--- src/rtl/branch_predictor.sv ---
// Direct-mapped branch target buffer with 2-bit direction counters.
// Zero-latency lookup for fetch, trained by resolved branches from execute.
module branch_predictor #(
    parameter int ADDR_W  = 14,
    parameter int INDEX_W = 4,
    parameter int COUNT_W = 16
) (
    input  logic               clk,
    input  logic               rst,
    input  logic [ADDR_W-1:0]  next_program_counter_if_to_bp,
    output logic [ADDR_W-1:0]  target_bp,
    output logic               target_en_bp,
    input  logic               update_en_ex,
    input  logic [ADDR_W-1:0]  update_pc_ex,
    input  logic               update_taken_ex,
    input  logic [ADDR_W-1:0]  update_target_ex,
    input  logic               flush_bp,
    output logic [COUNT_W-1:0] predict_count,
    output logic [COUNT_W-1:0] update_count
);
    localparam int ENTRIES = 1 << INDEX_W;
    localparam int TAG_W   = ADDR_W - INDEX_W;

    logic [ENTRIES-1:0] valid_q;
    logic [TAG_W-1:0]   tag_q    [ENTRIES];
    logic [ADDR_W-1:0]  target_q [ENTRIES];
    logic [1:0]         ctr_q    [ENTRIES];

    logic [COUNT_W-1:0] predict_count_q, predict_count_d;
    logic [COUNT_W-1:0] update_count_q, update_count_d;

    logic [INDEX_W-1:0] lk_idx;
    logic [TAG_W-1:0]   lk_tag;
    logic               lk_hit;

    assign lk_idx = next_program_counter_if_to_bp[INDEX_W-1:0];
    assign lk_tag = next_program_counter_if_to_bp[ADDR_W-1:INDEX_W];
    assign lk_hit = valid_q[lk_idx] && (tag_q[lk_idx] == lk_tag);

    assign target_en_bp = lk_hit && ctr_q[lk_idx][1];
    assign target_bp    = target_en_bp ? target_q[lk_idx] : '0;

    logic [INDEX_W-1:0] up_idx;
    logic [TAG_W-1:0]   up_tag;
    logic               up_hit;
    logic               wr_en;
    logic [ADDR_W-1:0]  wr_target_d;
    logic [1:0]         wr_ctr_d;

    assign up_idx = update_pc_ex[INDEX_W-1:0];
    assign up_tag = update_pc_ex[ADDR_W-1:INDEX_W];
    assign up_hit = valid_q[up_idx] && (tag_q[up_idx] == up_tag);

    always_comb begin
        wr_en       = 1'b0;
        wr_target_d = target_q[up_idx];
        wr_ctr_d    = ctr_q[up_idx];
        if (update_en_ex) begin
            if (up_hit) begin
                wr_en = 1'b1;
                if (update_taken_ex) begin
                    wr_target_d = update_target_ex;
                    if (ctr_q[up_idx] != 2'd3)
                        wr_ctr_d = ctr_q[up_idx] + 2'd1;
                end else if (ctr_q[up_idx] != 2'd0) begin
                    wr_ctr_d = ctr_q[up_idx] - 2'd1;
                end
            end else if (update_taken_ex) begin
                // Miss with taken outcome replaces whatever aliased here.
                wr_en       = 1'b1;
                wr_target_d = update_target_ex;
                wr_ctr_d    = 2'd2;
            end
        end
    end

    always_ff @(posedge clk or posedge rst) begin
        if (rst) begin
            valid_q <= '0;
            for (int i = 0; i < ENTRIES; i++) begin
                tag_q[i]    <= '0;
                target_q[i] <= '0;
                ctr_q[i]    <= '0;
            end
        end else if (flush_bp) begin
            valid_q <= '0;
            for (int i = 0; i < ENTRIES; i++)
                ctr_q[i] <= '0;
        end else if (wr_en) begin
            valid_q[up_idx]  <= 1'b1;
            tag_q[up_idx]    <= up_tag;
            target_q[up_idx] <= wr_target_d;
            ctr_q[up_idx]    <= wr_ctr_d;
        end
    end

    always_comb begin
        predict_count_d = predict_count_q;
        update_count_d  = update_count_q;
        if (target_en_bp && (predict_count_q != '1))
            predict_count_d = predict_count_q + 1'b1;
        if (update_en_ex && !flush_bp && (update_count_q != '1))
            update_count_d = update_count_q + 1'b1;
    end

    always_ff @(posedge clk or posedge rst) begin
        if (rst) begin
            predict_count_q <= '0;
            update_count_q  <= '0;
        end else begin
            predict_count_q <= predict_count_d;
            update_count_q  <= update_count_d;
        end
    end

    assign predict_count = predict_count_q;
    assign update_count  = update_count_q;
endmodule

--- config.mk ---
export PLATFORM = sky130hd
export DESIGN_NAME = branch_predictor
export DESIGN_NICKNAME = d
export VERILOG_FILES = /design/src/rtl/branch_predictor.sv
export SDC_FILE = /design/constraint.sdc
export NUM_CORES = 1
export LEC_CHECK = 0
export ABC_AREA = 1
export BUFFER_PORTS_ARGS = -buffer_cell sky130_fd_sc_hd__buf_2
export CORE_MARGIN = 4
export CORE_UTILIZATION = 37
export CTS_BUF_LIST = sky130_fd_sc_hd__clkbuf_8 sky130_fd_sc_hd__clkbuf_16
export DETAILED_ROUTE_END_ITERATION = 10
export REMOVE_ABC_BUFFERS = 1
export SLEW_MARGIN = 15
export SYNTH_ARGS = -nofsm -noshare
export SYNTH_HDL_FRONTEND = slang
export SYNTH_SLANG_ARGS = --single-unit
--- constraint.sdc ---
create_clock -name clk -period 27 [get_ports clk]
set_clock_uncertainty 0.15 [all_clocks]
set_input_delay 8.1 -clock clk [delete_from_list [all_inputs] [get_ports clk]]
set_output_delay 8.1 -clock clk [all_outputs]
set_load 0.02 [all_outputs]
==> reports/metrics.csv <==
stage,metric,value,unit
critical_path,startpoint_type,primary input,
power_and_ir_drop,p_leak,13.41,nW
synth,yosysSeqAreaShare,0.4480,
placed_design,placed_area,0.02681,mm2
synth,synth_cell_types,41,
floorplan,fp.dieW,272.7,um
critical_path,r2r-end,target_q[206],
detailed_routing,dr.first_iter.drc_count,3233,
critical_path,crit_fanout,67,
detailed_routing,drc,0,
timing,rsz0062_at_grt,no,
global_route,grt_max_degree,143,
min_path,min_from,ctr_q[14],
critical_path,path_class,primary input to primary output,
timing,hold_viol_final,0,
clocking,path_clk_slew,60,ps
outcome,status,completed,
placed_design,place_hpwl,53.37,mm
clocking,cts-htree-levels,2,
min_path,worst_hold_path_type,flop to flop,
timing,slew_violations,0,
placed_design,place_inst,4405,
critical_path,arrival,12590,ps
critical_path,endpoint_kind,primary output,
clocking,cts_buffers,53,
floorplan,initial_core_util,0.3752,
placed_design,gp_congestion,0.9032,
synth,synth_area_per_cell,7.201,um2
power_and_ir_drop,vdd_drop_max,0.04899,mV
critical_path,r2r_slack,22850,ps
timing,relSlewSlack,0.2087,
synth,netlist_area,0.02592,mm2
clocking,cts_tree,yes,
synth,ys.warnings.count,0,
timing,whs,324.4,ps
cells_and_area,postLayoutCellArea,0.02848,mm2
floorplan,fp-row-count,96,
critical_path,required,18750,ps
cells_and_area,finalNonFillerCells,4497,
detailed_routing,wl,92.90,mm
timing,worst_pin_slew,1187,ps
global_route,grt.overflow.total,0,
cells_and_area,syn2layout_area_growth,9.897,%
critical_path,rr_worst_depth,15,
critical_path,rr_startpoint,tag_q[55],
global_route,antenna_found_initial,0,
cells_and_area,layout-drive-gt1-share,0.07151,
detailed_routing,num_vias,24889,
cells_and_area,fin_nets,3579,
min_path,min_delay_worst_endpoint,ctr_q[14],
floorplan,die_height,272.7,um
flow_run,maxCapViolCount,0,
floorplan,core_area,0.06907,mm2
timing,tns,0,ps
clocking,clockRootBuffer,clkbuf_16,
detailed_routing,wire_per_inst,20.66,um
timing,max_freq,0.04798,GHz
clocking,cts_setup_buffers,0,
floorplan,die_area,0.07434,mm2
power_and_ir_drop,p_per_area,64.12,mW/mm2
cells_and_area,n_antenna_cell,0,
synth,syn_inst,3599,
timing,setup_viol,0,
global_route,grt_util_all_layers,0.2453,
synth,synth.ff_latch_count,464,
power_and_ir_drop,finalPower,1.826,mW
clocking,cts.sinks,464,
placed_design,port_buffers,93,
floorplan,io_pins,94,
clocking,cts_resized,0,
detailed_routing,drt_pass1_iterations,6,
timing,finalCriticalPeriod,20840,ps
global_route,first_global_vias,23592,
clocking,hold_buffers,0,
clocking,worstSkewPairLatency,630,ps
clocking,clock_path_buffers,3,
timing,fin_crit_sh,0.7719,
detailed_routing,avgViaCountPerCell,5.535,
min_path,whs_path_depth,2,
detailed_routing,antenna_left,0,
global_route,grt_pass1_wl,143.4,mm
-- synth_stat cells --
| cell | n | share of area |
|---|---|---|
| a21oi_1 | 152 | 0.029 |
| a221oi_1 | 31 | 0.010 |
| a22oi_1 | 122 | 0.035 |
| and3_1 | 1 | 0.00024 |
| buf_1 | 30 | 0.0043 |
| buf_2 | 56 | 0.011 |
| buf_4 | 4 | 0.0012 |
| buf_6 | 13 | 0.0056 |
| clkbuf_1 | 164 | 0.024 |
| clkinv_1 | 6 | 0.00087 |
| dfrtp_1 | 464 | 0.45 |
| ha_1 | 2 | 0.00097 |
| inv_1 | 238 | 0.034 |
| inv_2 | 7 | 0.0010 |
| mux2_2 | 1 | 0.00043 |
| nand2_1 | 1236 | 0.18 |
| nand2_2 | 4 | 0.00097 |
| nand2_4 | 1 | 0.00043 |
| nand3_1 | 181 | 0.035 |
| nand3_2 | 5 | 0.0019 |
| nand3b_1 | 1 | 0.00029 |
| nand4_1 | 18 | 0.0043 |
| nor2_1 | 181 | 0.026 |
| nor2_2 | 1 | 0.00024 |
| nor2_4 | 2 | 0.00087 |
| nor2b_1 | 1 | 0.00024 |
| nor3_1 | 26 | 0.0050 |
| nor4_1 | 2 | 0.00048 |
| nor4b_1 | 1 | 0.00034 |
| o211ai_1 | 56 | 0.016 |
| o21ai_0 | 407 | 0.079 |
| o21ai_1 | 111 | 0.021 |
| o21bai_1 | 1 | 0.00029 |
| o221ai_1 | 8 | 0.0027 |
| o22a_1 | 1 | 0.00034 |
| o22ai_1 | 13 | 0.0031 |
| o31ai_1 | 14 | 0.0041 |
| or2_2 | 2 | 0.00048 |
| or3_1 | 14 | 0.0034 |
| xnor2_1 | 9 | 0.0030 |
| xor2_1 | 12 | 0.0041 |
-- cells in the final DEF (no fill, tap or decap), types with 15 or more instances in the layout --
| cell | instances |
|---|---|
| inv_1 | 256 |
| dfrtp_1 | 464 |
| a21oi_1 | 152 |
| nor2_1 | 179 |
| a221oi_1 | 31 |
| o21ai_1 | 111 |
| nor3_1 | 26 |
| nand2_2 | 15 |
| nand4_1 | 18 |
| buf_4 | 52 |
| o21ai_0 | 407 |
| a22oi_1 | 122 |
| nand2_1 | 1225 |
| o211ai_1 | 56 |
| clkbuf_16 | 53 |
| buf_2 | 89 |
| nand3_1 | 180 |
-- how the worst max path moves through the flow --
| stage | startpoint | endpoint | slack, ps | depth (start not counted) |
|---|---|---|---|---|
| floorplan | next_program_counter_if_to_bp[0] | target_bp[0] | 5730 | 14 |
| global placement | next_program_counter_if_to_bp[1] | target_bp[6] | 6260 | 16 |
| detailed placement | next_program_counter_if_to_bp[1] | target_bp[0] | 6180 | 16 |
| CTS | next_program_counter_if_to_bp[1] | target_bp[0] | 6170 | 14 |
| global route | next_program_counter_if_to_bp[1] | target_bp[4] | 5850 | 16 |
| finish | next_program_counter_if_to_bp[1] | target_bp[13] | 6160 | 14 |
-- per-layer routing --
layer  vias up  GRT usage  part of all wire
li1      11749          -                 -
met1     11769     0.3350              0.43
met2      1174     0.4012              0.46
met3       197    0.03652             0.082
met4         0    0.08210             0.033
met5         -          0                 0
-- cell type report --
cell class / count / area, um2
Clock buffer: 63 / 1464
Clock inverter: 28 / 198.9
Fill cell: 7248 / 40590
Inverter: 251 / 957.2
Multi-Input combinational cell: 2617 / 12220
Sequential cell: 464 / 11610
Tap cell: 931 / 1165
Timing Repair Buffer: 143 / 869.6
-- critical path: stages --
cell,delay (ps)
buf_4,270
inv_4,610
buf_4,760
o211ai_1,180
nand3_1,130
nand3_1,140
nand3_1,160
nand2_1,100
nor3_1,200
nand2_1,80
nor2_1,620
inv_1,730
nor2_1,260
buf_2,200
-- kinds of logic (layout without fill, tap and decap cells) --
kind of cell,Yosys count,count (layout),share of synthesized area
AO/OA/AOI/OAI,916,916,0.2020
buffers and inverters,518,485,0.08207
adder cells (fa/ha/maj),2,2,0.0009654
XOR/XNOR,21,21,0.007097
flip-flops,464,464,0.4480
AND/OR/NAND/NOR,1677,1677,0.2595
multiplexers,1,1,0.0004345
-- where the power goes --
part | internal [mW] | switching [mW] | leakage [nW] | total (mW)
sequential | 0.771 | 0.0606 | 6.09 | 0.832
clock | 0.393 | 0.306 | 0.885 | 0.699
combinational | 0.0961 | 0.200 | 6.43 | 0.296
total | 1.26 | 0.566 | 13.4 | 1.83
-- sequential cells by signal (all words and copies together), names as in the netlist --
signal         count
target_q         224
tag_q            160
update_count      16
valid_q           16
predict_count     16
ctr_q             32
-- stage by stage --
stage | utilization | setup slack, ps
after floorplan | - | 5726
after global placement | 0.3882 | 6259
after detailed placement | 0.3882 | 6185
after CTS | 0.4123 | 6173
after global routing | 0.4124 | 5845
final | 0.4124 | 6159
Power figures use the tool's default switching activity.
